### src/rtl/if_fetch_queue.sv
// Instruction fetch stage with a small prediction-tagged FIFO toward decode.
// Owns the fetch PC, follows the branch predictor's next-PC on every push,
// stalls when the queue is full or fetch is disabled, and flushes on a
// decode redirect.
module if_fetch_queue #(
   parameter logic [31:0] RESET_PC = 32'h0000_0000,
   parameter int unsigned DEPTH    = 4
) (
   input  logic        clk,
   input  logic        rst_n,
   input  logic        fetch_en,
   output logic [31:0] PC_F,
   input  logic        pred_jump_F,
   input  logic [31:0] pred_target,
   input  logic [31:0] imem_rdata,
   output logic        valid_D,
   input  logic        ready_D,
   output logic [31:0] instr_D,
   output logic [31:0] PC_D,
   output logic        pred_jump_D,
   output logic [31:0] pred_target_D,
   input  logic        redirect_D,
   input  logic [31:0] redirect_pc,
   output logic        full
);

   localparam int unsigned PW = $clog2(DEPTH);
   localparam int unsigned CW = PW + 1;

   typedef struct packed {
      logic [31:0] instr;
      logic [31:0] pc;
      logic        jump;
      logic [31:0] target;
   } entry_t;

   entry_t          mem_q [DEPTH];
   logic [31:0]     pc_f_q,   pc_f_d;
   logic [PW-1:0]   rd_ptr_q, rd_ptr_d;
   logic [PW-1:0]   wr_ptr_q, wr_ptr_d;
   logic [CW-1:0]   count_q,  count_d;

   logic            pop;
   logic            push;
   logic            full_w;
   entry_t          head;

   assign full_w  = (count_q == CW'(DEPTH));
   assign valid_D = (count_q != '0);
   assign full    = full_w;
   assign PC_F    = pc_f_q;

   // A full queue can still take a new entry when decode drains the head in
   // the same cycle; a redirect suppresses the push of the wrong-path fetch.
   assign pop  = valid_D & ready_D;
   assign push = fetch_en & ~redirect_D & (~full_w | pop);

   assign head          = mem_q[rd_ptr_q];
   assign instr_D       = head.instr;
   assign PC_D          = head.pc;
   assign pred_jump_D   = head.jump;
   assign pred_target_D = head.target;

   // Next-state for fetch PC, pointers and occupancy; redirect overrides all.
   always_comb begin
      // NOTE: every signal gets a default first so no path leaves it unassigned
      // and no latch is inferred.
      pc_f_d   = pc_f_q;
      rd_ptr_d = rd_ptr_q;
      wr_ptr_d = wr_ptr_q;
      count_d  = count_q;
      if (redirect_D) begin
         pc_f_d   = redirect_pc;
         rd_ptr_d = wr_ptr_q;
         count_d  = '0;
      end else begin
         if (push) begin
            pc_f_d   = pred_target;
            wr_ptr_d = wr_ptr_q + PW'(1);
         end
         if (pop) begin
            rd_ptr_d = rd_ptr_q + PW'(1);
         end
         count_d = count_q + CW'(push) - CW'(pop);
      end
   end

   // Control state registers, cleared asynchronously.
   always_ff @(posedge clk or negedge rst_n) begin
      // NOTE: state registers use non-blocking assignments so every flop
      // samples pre-edge values regardless of statement order.
      if (!rst_n) begin
         pc_f_q   <= RESET_PC;
         rd_ptr_q <= '0;
         wr_ptr_q <= '0;
         count_q  <= '0;
      end else begin
         pc_f_q   <= pc_f_d;
         rd_ptr_q <= rd_ptr_d;
         wr_ptr_q <= wr_ptr_d;
         count_q  <= count_d;
      end
   end

   // Entry storage written on push.
   always_ff @(posedge clk) begin
      // NOTE: the storage array has no reset; an entry is only ever read
      // after it was written, because count gates valid_D.
      if (push) begin
         mem_q[wr_ptr_q] <= '{instr:  imem_rdata,
                              pc:     pc_f_q,
                              jump:   pred_jump_F,
                              target: pred_target};
      end
   end

endmodule
### config.mk
export PLATFORM = sky130hd
export DESIGN_NAME = if_fetch_queue
export DESIGN_NICKNAME = d
export VERILOG_FILES = /design/src/rtl/if_fetch_queue.sv
export SDC_FILE = /design/constraint.sdc
export NUM_CORES = 1
export LEC_CHECK = 0
export CORE_UTILIZATION = 25
export CTS_CLUSTER_SIZE = 25
export DETAILED_ROUTE_END_ITERATION = 12
export DONT_BUFFER_PORTS = 1
export GPL_TIMING_DRIVEN = 1
export PLACE_DENSITY_LB_ADDON = 0.12
export SYNTH_ARGS = -nofsm -noshare
export SYNTH_HDL_FRONTEND = slang
export SYNTH_SLANG_ARGS = --single-unit
### constraint.sdc
create_clock -name clk -period 7.8 [get_ports clk]
set_clock_uncertainty 0.1 [all_clocks]
set_input_delay 0.78 -clock clk [delete_from_list [all_inputs] [get_ports clk]]
set_output_delay 0.78 -clock clk [all_outputs]
set_load 0.05 [all_outputs]
* After elaboration in Yosys (flattened, before gate mapping)
Memory sizes are Yosys's and may differ from the RTL's. Index checks and enable logic that the tools add are counted. W data, S select, Z words.
Word-level totals: output and inout bits 131, word-level logic and storage cells 27, bits in writable memories 388, memories 1, input bits 102, register bits after elaboration 39
Operators by class: mux-type cells 7, add/sub/neg operators 4, equality and inequality tests 1, bitwise logic cells 6, reduce and logical (&&, ||, !) cells 4
Memory list:
- mem_q | words 4, bits a word 97, rd ports 1, clocked after Yosys merged registers in 0, wr ports 1, RTL line 37 | entry_t mem_q [DEPTH];
Operator list (count):
- $mux W32 | 2
- $add A2 B1 Y2 const B | 2
- $mux W2 | 2
- $reduce_bool A2 Y1 | 2
- $add A3 B1 Y3 | 1
- $and A1 B1 Y1 | 3
- $eq A3 B3 Y1 const B | 1
- $mux W3 | 1
- $reduce_bool A3 Y1 | 1
- $sub A3 B1 Y3 | 1
- $mux W1 | 2
- $not A1 Y1 | 2
- $reduce_and A2 Y1 | 1
- $or A1 B1 Y1 | 1

* Depth between registers and ports, before layout
Gate-level depths: netlist of run 1.
depth in word-level cells 7, depth in mapped cells 9, depth with buffers taken out 8

* Worst setup path before layout of run 1
Ideal clock, no wire load.
kind input to register, start point input port fetch_en, end point memory mem_q[0][0] (netlist bit) (enable), arrival 2.535 ns, buffers on the path 1, data required time 7.288 ns, setup time 0.412 ns, path slack 4.753 ns, stages on the path 3, path through clkbuf_1 nor2b_1 and3_2
On the way: longest elaborated chain between the ends 4
RTL lines:
- start, declared | RTL line 11 | input logic fetch_en,
- $and A1 B1 Y1 (2 in series) | RTL line 56 | assign push = fetch_en & ~redirect_D & (~full_w | pop);
- $mux W1 | RTL line 109 | if (push) begin
- $mux W1 (implied by the code) | RTL line 110 | mem_q[wr_ptr_q] <= '{instr: imem_rdata,
- end, declared | RTL line 37
Every way passes these cells.

* Final worst setup path of run 1
start point register rd_ptr_q[1], end point output port pred_target_D[29]
On the way: longest elaborated chain between the ends 1
RTL lines:
- start, declared | RTL line 39 | logic [PW-1:0] rd_ptr_q, rd_ptr_d;
- start signal, assigned | RTL line 99 | rd_ptr_q <= rd_ptr_d;
- $mem_v2 Z4 W97
- end, declared | RTL line 21 | output logic [31:0] pred_target_D,
Every way passes these cells.

==> qor.yml, run 1 <==
synthesis:
  synth.distinct_cells: 33
  synth_edf_count: 388
  yosysTopAreaCellShare_pct: 72.46
  yosys.area.top_type: "edfxtp_1"
  ys_ff_latch: 427
  synth_area_leaders: "edfxtp_1 72%, mux4_2 14%, dfrtp_1 6.1%, nor2b_1 1.3%, a31oi_1 1.2%"
  syn_area_um2: 16080
  synth-adder-area-share_pct: 0.5136
  synth_top_family_by_area: "multiplexers"
  synthFlopType: "edfxtp_1"
  synth_compound_area_share_pct: 3.478
  synth.avg_cell_area_um2: 21.82
  syn_nets: 845
  ys_seq_area_share_pct: 78.53
  yosys_warnings: 0
  muxShareOfSynthArea_pct: 13.59
  yosysMostFrequentCell: "edfxtp_1"
  async_reset_ff_share_pct: 9.133
  synth_xor_xnor_area_share_pct: 0.2724
  synthSimpleGateAreaFrac_pct: 2.062
  synthCells: 737
  synth_common_cells: "388 x edfxtp_1, 97 x mux4_2, 39 x dfrtp_1"
placement:
  gp_congestion: 0.6928
  port-buffer-count: 0
  dp_hpwl_um: 23700
layout:
  area_growth_pct: 16.47
  nNetsFinal: 860
  drive_gt1_share_pct: 24.24
  final_core_util_pct: 29.58
timing:
  drv_slew: 0
  fin_crit_sh_pct: 49.77
  relSlewSlack_pct: 27.44
  timing.fmax_mhz: 257.6
  setup_tns_ps: 0
  hold_viol: 0
  rsz0062_at_grt: "false"
  setup_violations: 0
  finalCriticalPeriod_ps: 3882
  tightest_slew_ps: 1088
min_path:
  holdPathStages: 0
  min_path_type: "in -> reg"
  worstHoldStart: "imem_rdata[23]"
critical_path:
  worstPathRequired_ps: 6920
  startpoint: "rd_ptr_q[1]$_DFFE_PN0P_"
  worstPathArrival_ps: 3000
  reg2reg_from: "count_q[1]$_DFF_PN0_"
  start_kind: "register"
  worstPathMaxFanout: 56
  critPathBufInv: 1
  rr_worst_depth: 3
  cpPeakStageDelay_ps: 880
  worst-path-stages: 2
  cp-end-kind: "output port"
  crit_family: "flip-flops"
  critPathKind: "reg -> out"
  path_cells: "buf_4 > mux4_2"
  crit_slowest_cell: "dfrtp_4"
floorplanning:
  std_cell_rows: 92
  fp.dieW_um: 255.6
  core_um2: 63310
  initial_core_util_pct: 25.40
  dieArea_um2: 65330
  ioPinCount: 233
  fp.dieH_um: 255.6
detailed_routing:
  dr_total_vias: 7285
  wire_per_inst_um: 24.37
  dr.pass1.iters: 6
  routed_via_density: 4.456
  drc: 0
  routed_wirelength_um: 39850
  drtIter0Drc: 535
  drtAntennaViolNets: 0
clock_tree:
  clock_sinks: 427
  htreeDepth: 2
  cts_buffers: 48
  insertion_delay_ps: 580
  cts-resized-gates: 0
  cts.clk_slew.worst_paths_ps: 60
  cts.path.max_buffers: 3
  cts_root_buffer: "clkbuf_16"
  cts_tree: "built"
grt:
  grt_overflow: 0
  grt_max_degree: 74
  grt_pass1_vias: 7912
  antenna_found_initial: 0
  grt_usage_pct: 12.19
  grt_pass1_wl_um: 58100
power:
  power_density_nw_per_um2: 409.5
  p_leak_uw: 0.005769
  ir_drop_uv: 143.9
run:
  maxCapViolations: 0
run_status:
  status: "finished clean"
==> state kept, by name, summed over array words and instances (netlist names) <==
name      cells
mem_q       388
PC_F         32
count_q       3
rd_ptr_q      2
wr_ptr_q      2
==> cells in the final DEF (no fill, tap or decap), types with 2 or more instances in the layout <==
master / n
a21oi_1: 32
a31oi_1: 32
and3_4: 4
buf_4: 8
bufinv_16: 9
clkbuf_1: 10
clkbuf_16: 49
clkbuf_8: 4
clkinv_1: 3
clkinv_2: 4
clkinvlp_4: 2
dfrtp_1: 37
dfrtp_4: 2
edfxtp_1: 388
ha_1: 5
inv_1: 3
inv_6: 3
mux4_2: 97
nand2_1: 2
nor2_1: 4
nor2b_1: 34
o21ai_0: 30
o21ai_1: 5
xnor2_1: 2
xor2_1: 3
==> worst paths after layout <==
check	endpoint	slack [ps]
hold / removal	mem_q[3][88]$_DFFE_PP_	190
setup reg to reg	mem_q[3][96]$_DFFE_PP_	4320
setup / recovery	pred_target_D[29]	3920
hold reg to reg	rd_ptr_q[1]$_DFFE_PN0P_	490
min in group asynchronous	PC_F[28]$_DFFE_PN0P_	680
max in group asynchronous	rd_ptr_q[1]$_DFFE_PN0P_	6680
==> metal layers <==
| metal | up-vias | part of all wire (%) | track usage (%) |
|---|---|---|---|
| li1 | 3091 | - | - |
| met1 | 3942 | 39 | 14.19 |
| met2 | 198 | 51 | 20.55 |
| met3 | 54 | 8.6 | 5.060 |
| met4 | 0 | 2.0 | 3.410 |
| met5 | - | 0 | 0 |
==> through the flow <==
stage	instance area, µm²	setup WS [ps]	total power [µW]	hold WS (ps)	cells
floorplan	16080	4753	4967	384.4	737
global placement	17000	4245	5372	386.2	1546
detailed placement	17000	4189	5407	386.3	1546
CTS	18720	3719	7833	143.5	1634
global route	18720	3719	7962	152.4	1634
finish	18730	3918	7669	194.3	1635
==> kinds of logic (layout without fill, tap and decap cells) <==
logic type	after synthesis	in the layout
AOI/OAI and AO/OA	102	102
xor gates and xnor gates	5	5
adders and majority gates	6	6
buffers and inverters	48	99
DFF	427	427
muxes	97	97
other	0	1
and+or+nand+nor	52	52
==> repair_timing <==
action	CTS	global route
hold buffers	2	0
buffers inserted	0	0
hold endpoints to repair	39	0
==> power breakdown <==
group / internal (µW) / switching [µW]
clock network: 1490 / 900
logic: 562 / 1690
registers: 2780 / 246
==> final cells by class <==
cell class | count | area, µm²
fillers | 6145 | 44580
flip-flops and latches | 427 | 12630
multi-input cells | 262 | 3233
clock buffers | 63 | 1319
well taps | 846 | 1059
clock inverters | 23 | 370.4
repair buffers | 10 | 97.59
inverters | 3 | 11.26
diodes | 1 | 2.502
Note: power is estimated with default switching activity, not from simulation.
==> inputs of run 2 (changes only) <==
clock period = 3.8 ns   (was 7.8 ns; I/O delays follow)
==> qor.yml, run 2 (synthesis gave the netlist of run 1 again) <==
layout:
  area_growth_pct: 25.70  # was 16.47%
  largest-register: "mem_q"  # unchanged
  drive_gt1_share_pct: 21.96  # was 24.24%
  final_cells: 1776  # was 1635
  mostFrequentLayoutCell: "edfxtp_1"  # unchanged
  layout_common_cells: "388 x edfxtp_1, 129 x dlygate4sd3_1, 97 x mux4_2"  # was 388 x edfxtp_1, 97 x mux4_2, 49 x clkbuf_16
  nNetsFinal: 998  # was 860
  largest_reg_flops: 388  # unchanged
timing:
  hold_viol: 0  # unchanged
  setup_violations: 0  # unchanged
  fin_crit_sh_pct: 79.09
  rsz0062_at_grt: "false"  # unchanged
  relSlewSlack_pct: 51.04  # was 27.44%
  setup_tns_ps: 0  # unchanged
  drv_slew: 0  # unchanged
  timing.fmax_mhz: 332.7
  tightest_slew_ps: 734.4  # was 1088 ps
  fin_hold_ws_ps: 49.87  # was 194.3 ps
  finalCriticalPeriod_ps: 3005
detailed_routing:
  dr_wl_met2_um: 20500  # was 20230 µm
  wl_met3_um: 2870  # was 3408 µm
  wl_met1_um: 16290  # was 15390 µm
  routed_wirelength_um: 40600  # was 39850 µm
  wire_per_inst_um: 22.86  # was 24.37 µm
  dr.pass1.iters: 6  # unchanged
  top_layer: "met4"  # unchanged
  drtIter0Drc: 549  # was 535
  routed_via_density: 4.438  # was 4.456
  dr_total_vias: 7881  # was 7285
  drtAntennaViolNets: 0  # unchanged
  drc: 0  # unchanged
clock_tree:
  cts.path.max_buffers: 3  # unchanged
  cts_setup_buffers: 0  # unchanged
  insertion_delay_ps: 570  # was 580 ps
  cts-resized-gates: 0  # unchanged
  cts_root_buffer: "clkbuf_16"  # unchanged
  htreeDepth: 2  # unchanged
  cts_buffers: 48  # unchanged
  cts_tree: "built"  # unchanged
  cts.clk_slew.worst_paths_ps: 60  # about the same
  ctsHoldBuffers: 131  # was 2
  clock_sinks: 427  # unchanged
placement:
  gp_congestion: 0.7095  # was 0.6928
  dp_hpwl_um: 23540  # was 23700 µm
  post-place-cells: 1555  # was 1546
  port-buffer-count: 0  # unchanged
floorplanning:
  ioPinCount: 233  # unchanged
  initial_core_util_pct: 25.40  # unchanged
  fp.dieW_um: 255.6  # unchanged
  dieArea_um2: 65330  # unchanged
  std_cell_rows: 92  # unchanged
  core_um2: 63310  # unchanged
  fp.dieH_um: 255.6  # unchanged
power:
  power_density_nw_per_um2: 793.5  # was 409.5 nW/µm²
  p_leak_uw: 0.006368  # was 0.005769 µW
  ir_drop_uv: 336.6  # was 143.9 µV
grt:
  grt_pass1_vias: 8670  # was 7912
  grt_max_degree: 98  # was 74
  grt_usage_pct: 12.45  # was 12.19%
  antenna_found_initial: 1  # was 0
  grt_overflow: 0  # unchanged
  grt_pass1_wl_um: 60020  # was 58100 µm
critical_path:
  critPathKind: "reg -> out"  # unchanged
  start_kind: "register"  # unchanged
  worstPathMaxFanout: 24  # was 56
  cp-end-kind: "output port"  # unchanged
  worstPathArrival_ps: 2530  # was 3000 ps
  worstPathRequired_ps: 3320  # was 6920 ps
min_path:
  min_path_type: "in -> reg"  # unchanged
run:
  maxCapViolations: 0  # unchanged
run_status:
  status: "finished clean"  # unchanged
## run 2: worst max-delay path, cell delays in order (launching register included)
cell     delay [ps]
dfrtp_4         810
buf_4           390
mux4_2          730
## run 2: path summary, 6_finish.rpt
kind / start / endpoint / slack, ps / depth (start not counted)
setup / recovery: rd_ptr_q[0]$_DFFE_PN0P_ / pred_target_D[25] / 790 / 2
hold / removal: fetch_en / PC_F[0]$_DFFE_PN0P_ / 50 / 2
hold reg to reg: wr_ptr_q[1]$_DFFE_PN0P_ / rd_ptr_q[1]$_DFFE_PN0P_ / 480 / 2
setup reg to reg: count_q[1]$_DFF_PN0_ / mem_q[1][8]$_DFFE_PP_ / 1010 / 3
min in group asynchronous: rst_n / PC_F[23]$_DFFE_PN0P_ / 240 / 2
max in group asynchronous: rst_n / rd_ptr_q[1]$_DFFE_PN0P_ / 3090 / 2
## run 2: layout make-up
type	instances	area [µm²]
Fill cell	6090	43100
Sequential cell	427	12630
Multi-Input combinational cell	262	3233
Timing Repair Buffer	148	1574
Clock buffer	57	1256
Tap cell	846	1059
Clock inverter	32	441.7
Inverter	3	11.26
Antenna cell	1	2.502
## run 2: report_power, final
| group | switching [µW] | internal, µW | total (µW) |
|---|---|---|---|
| combinational | 3570 | 1360 | 4920 |
| clock | 1870 | 3060 | 4920 |
| sequential | 505 | 5690 | 6190 |
| total | 5940 | 10100 | 16000 |
## run 2: layer usage
layer	track usage (%)	vias up
met5	0	-
met4	3.876	0
met3	4.001	66
met2	21.26	240
met1	14.87	4206
li1	-	3369
## run 2: per-stage QoR
stage / power [µW] / setup slack [ps] / area, µm² / util [%]
finish: 16040 / 794.7 / 20210 / 31.92
floorplan: 10190 / 766.2 / 16080 / -
CTS: 16350 / 648.1 / 20210 / 31.92
global route: 16660 / 608.2 / 20210 / 31.92
detailed placement: 11170 / 957.6 / 17170 / 27.11
global placement: 11110 / 1028 / 17170 / 27.11
==> inputs of run 3 (changes only) <==
clock period = 2.99 ns   (was 3.8 ns; I/O delays follow)
==> qor.yml, run 3 (synthesis gave the netlist of run 1 again) <==
layout:
  area_growth_pct: 26.28  # was 25.70%
  nNetsFinal: 1015  # was 998
  drive_gt1_share_pct: 22.91  # was 21.96%
  largest_reg_flops: 388  # unchanged
  layout_common_cells: "388 x edfxtp_1, 134 x dlygate4sd3_1, 97 x mux4_2"  # was 388 x edfxtp_1, 129 x dlygate4sd3_1, 97 x mux4_2
  largest-register: "mem_q"  # unchanged
  mostFrequentLayoutCell: "edfxtp_1"  # unchanged
  final_core_util_pct: 32.07  # was 31.92%
placement:
  gp_congestion: 0.6910  # was 0.7095
  port-buffer-count: 0  # unchanged
  dp_hpwl_um: 24360  # was 23540 µm
floorplanning:
  initial_core_util_pct: 25.40  # unchanged
  dieArea_um2: 65330  # unchanged
  core_um2: 63310  # unchanged
  fp.dieW_um: 255.6  # unchanged
  fp.dieH_um: 255.6  # unchanged
  std_cell_rows: 92  # unchanged
  ioPinCount: 233  # unchanged
timing:
  timing.fmax_mhz: 348.1
  fin_hold_ws_ps: 40.07  # was 49.87 ps
  setup_tns_ps: 0  # unchanged
  hold_viol: 0  # unchanged
  relSlewSlack_pct: 38.73  # was 51.04%
  fin_crit_sh_pct: 96.07
  tightest_slew_ps: 919.0  # was 734.4 ps
  finalCriticalPeriod_ps: 2872
  drv_slew: 0  # unchanged
  setup_violations: 0  # unchanged
  rsz0062_at_grt: "false"  # unchanged
detailed_routing:
  wl_met3_um: 2845  # was 2870 µm
  routed_wirelength_um: 41620  # was 40600 µm
  dr.pass1.iters: 6  # unchanged
  dr_wl_met2_um: 20880  # was 20500 µm
  wire_per_inst_um: 23.20  # was 22.86 µm
  top_layer: "met4"  # unchanged
  wl_met1_um: 16840  # was 16290 µm
  drtAntennaViolNets: 0  # unchanged
  drtIter0Drc: 516  # was 549
  routed_via_density: 4.485  # was 4.438
  dr_total_vias: 8046  # was 7881
  drc: 0  # unchanged
critical_path:
  cp-end-kind: "register"  # was output port
  startpoint: "redirect_D"  # was rd_ptr_q[0]$_DFFE_PN0P_
  reg2reg_to: "count_q[2]$_DFF_PN0_"  # was mem_q[1][8]$_DFFE_PP_
  reg2reg_from: "count_q[1]$_DFF_PN0_"  # unchanged
  start_kind: "primary input"  # was register
  r2r_slack_ps: 200  # was 1010 ps
  rr_worst_depth: 9  # was 3
  worstPathRequired_ps: 3350  # was 3320 ps
  critPathKind: "in -> reg"  # was reg -> out
  worstPathArrival_ps: 3240  # was 2530 ps
  worstPathMaxFanout: 72  # was 24
  crit_end: "count_q[2]$_DFF_PN0_"  # was pred_target_D[25]
run_status:
  status: "finished clean"  # unchanged
min_path:
  min_path_type: "in -> reg"  # unchanged
  worstHoldStart: "ready_D"  # was fetch_en
grt:
  grt_pass1_wl_um: 60550  # was 60020 µm
  grt_overflow: 0  # unchanged
  grt_max_degree: 73  # was 98
  grt_usage_pct: 12.65  # was 12.45%
  antenna_found_initial: 1  # unchanged
  grt_pass1_vias: 8817  # was 8670
clock_tree:
  htreeDepth: 2  # unchanged
  cts_buffers: 48  # unchanged
  cts.path.max_buffers: 3  # unchanged
  cts_root_buffer: "clkbuf_16"  # unchanged
  insertion_delay_ps: 580  # was 570 ps
  cts.clk_slew.worst_paths_ps: 60  # about the same
  cts_tree: "built"  # unchanged
  clock_sinks: 427  # unchanged
run:
  maxCapViolations: 0  # unchanged
power:
  ir_drop_uv: 458.2  # was 336.6 µV
  power_density_nw_per_um2: 1001  # was 793.5 nW/µm²
  p_leak_uw: 0.006426  # was 0.006368 µW
  total_power_uw: 20330  # was 16040 µW
run 3: per-layer routing:
layer	up-vias	track usage, %
met2	245	21.47
li1	3413	-
met5	-	0
met1	4311	15.30
met3	77	3.545
met4	0	4.574
run 3: power by group:
group	internal, µW	switching (µW)
sequential	7230	526
clock	3570	2440
combinational	1880	4690
total	12700	7650
run 3: cell type report:
type / count / area (µm²)
multi-input cells: 262 / 3238
flip-flops and latches: 427 / 12630
inverters: 3 / 11.26
fillers: 6114 / 43010
repair buffers: 165 / 1737
clock buffers: 59 / 1315
diodes: 1 / 2.502
well taps: 846 / 1059
clock inverters: 31 / 307.8
run 3: worst min-delay path by stage:
| stage | slack [ps] | endpoint | cells past startpoint |
|---|---|---|---|
| after floorplan | -100 | PC_F[0]$_DFFE_PN0P_ | 0 |
| after global placement | -100 | PC_F[19]$_DFFE_PN0P_ | 0 |
| after detailed placement | -100 | PC_F[22]$_DFFE_PN0P_ | 0 |
| after CTS | 0.4 | rd_ptr_q[1]$_DFFE_PN0P_ | 3 |
| after global routing | 60 | wr_ptr_q[1]$_DFFE_PN0P_ | 3 |
| final | 40 | wr_ptr_q[1]$_DFFE_PN0P_ | 3 |
run 3: worst max-delay path, cell delays in order:
cell and delay [ps]:
dlygate4sd3_1 580, clkbuf_16 280, nor2b_1 370, nor2_1 150
or2_2 320, ha_1 190, inv_1 90, fa_1 200
xnor2_1 120, nor2_1 50, dlygate4sd3_1 570
run 3: repair_timing:
action,in CTS,in global routing
setup buffers,5,0
endpoints found under the hold margin,337,0
hold buffers,136,0
setup endpoints to repair,3,1
gates resized for setup,0,2
run 3: through the flow:
step                      std cells  setup slack [ps]  instance area (µm²)
after global placement         1562             395.1                17210
after CTS                      1793             116.9                20300
final                          1794             117.6                20300
after floorplan                 737             336.9                16080
after detailed placement       1562             318.9                17210
after global routing           1793             5.097                20300
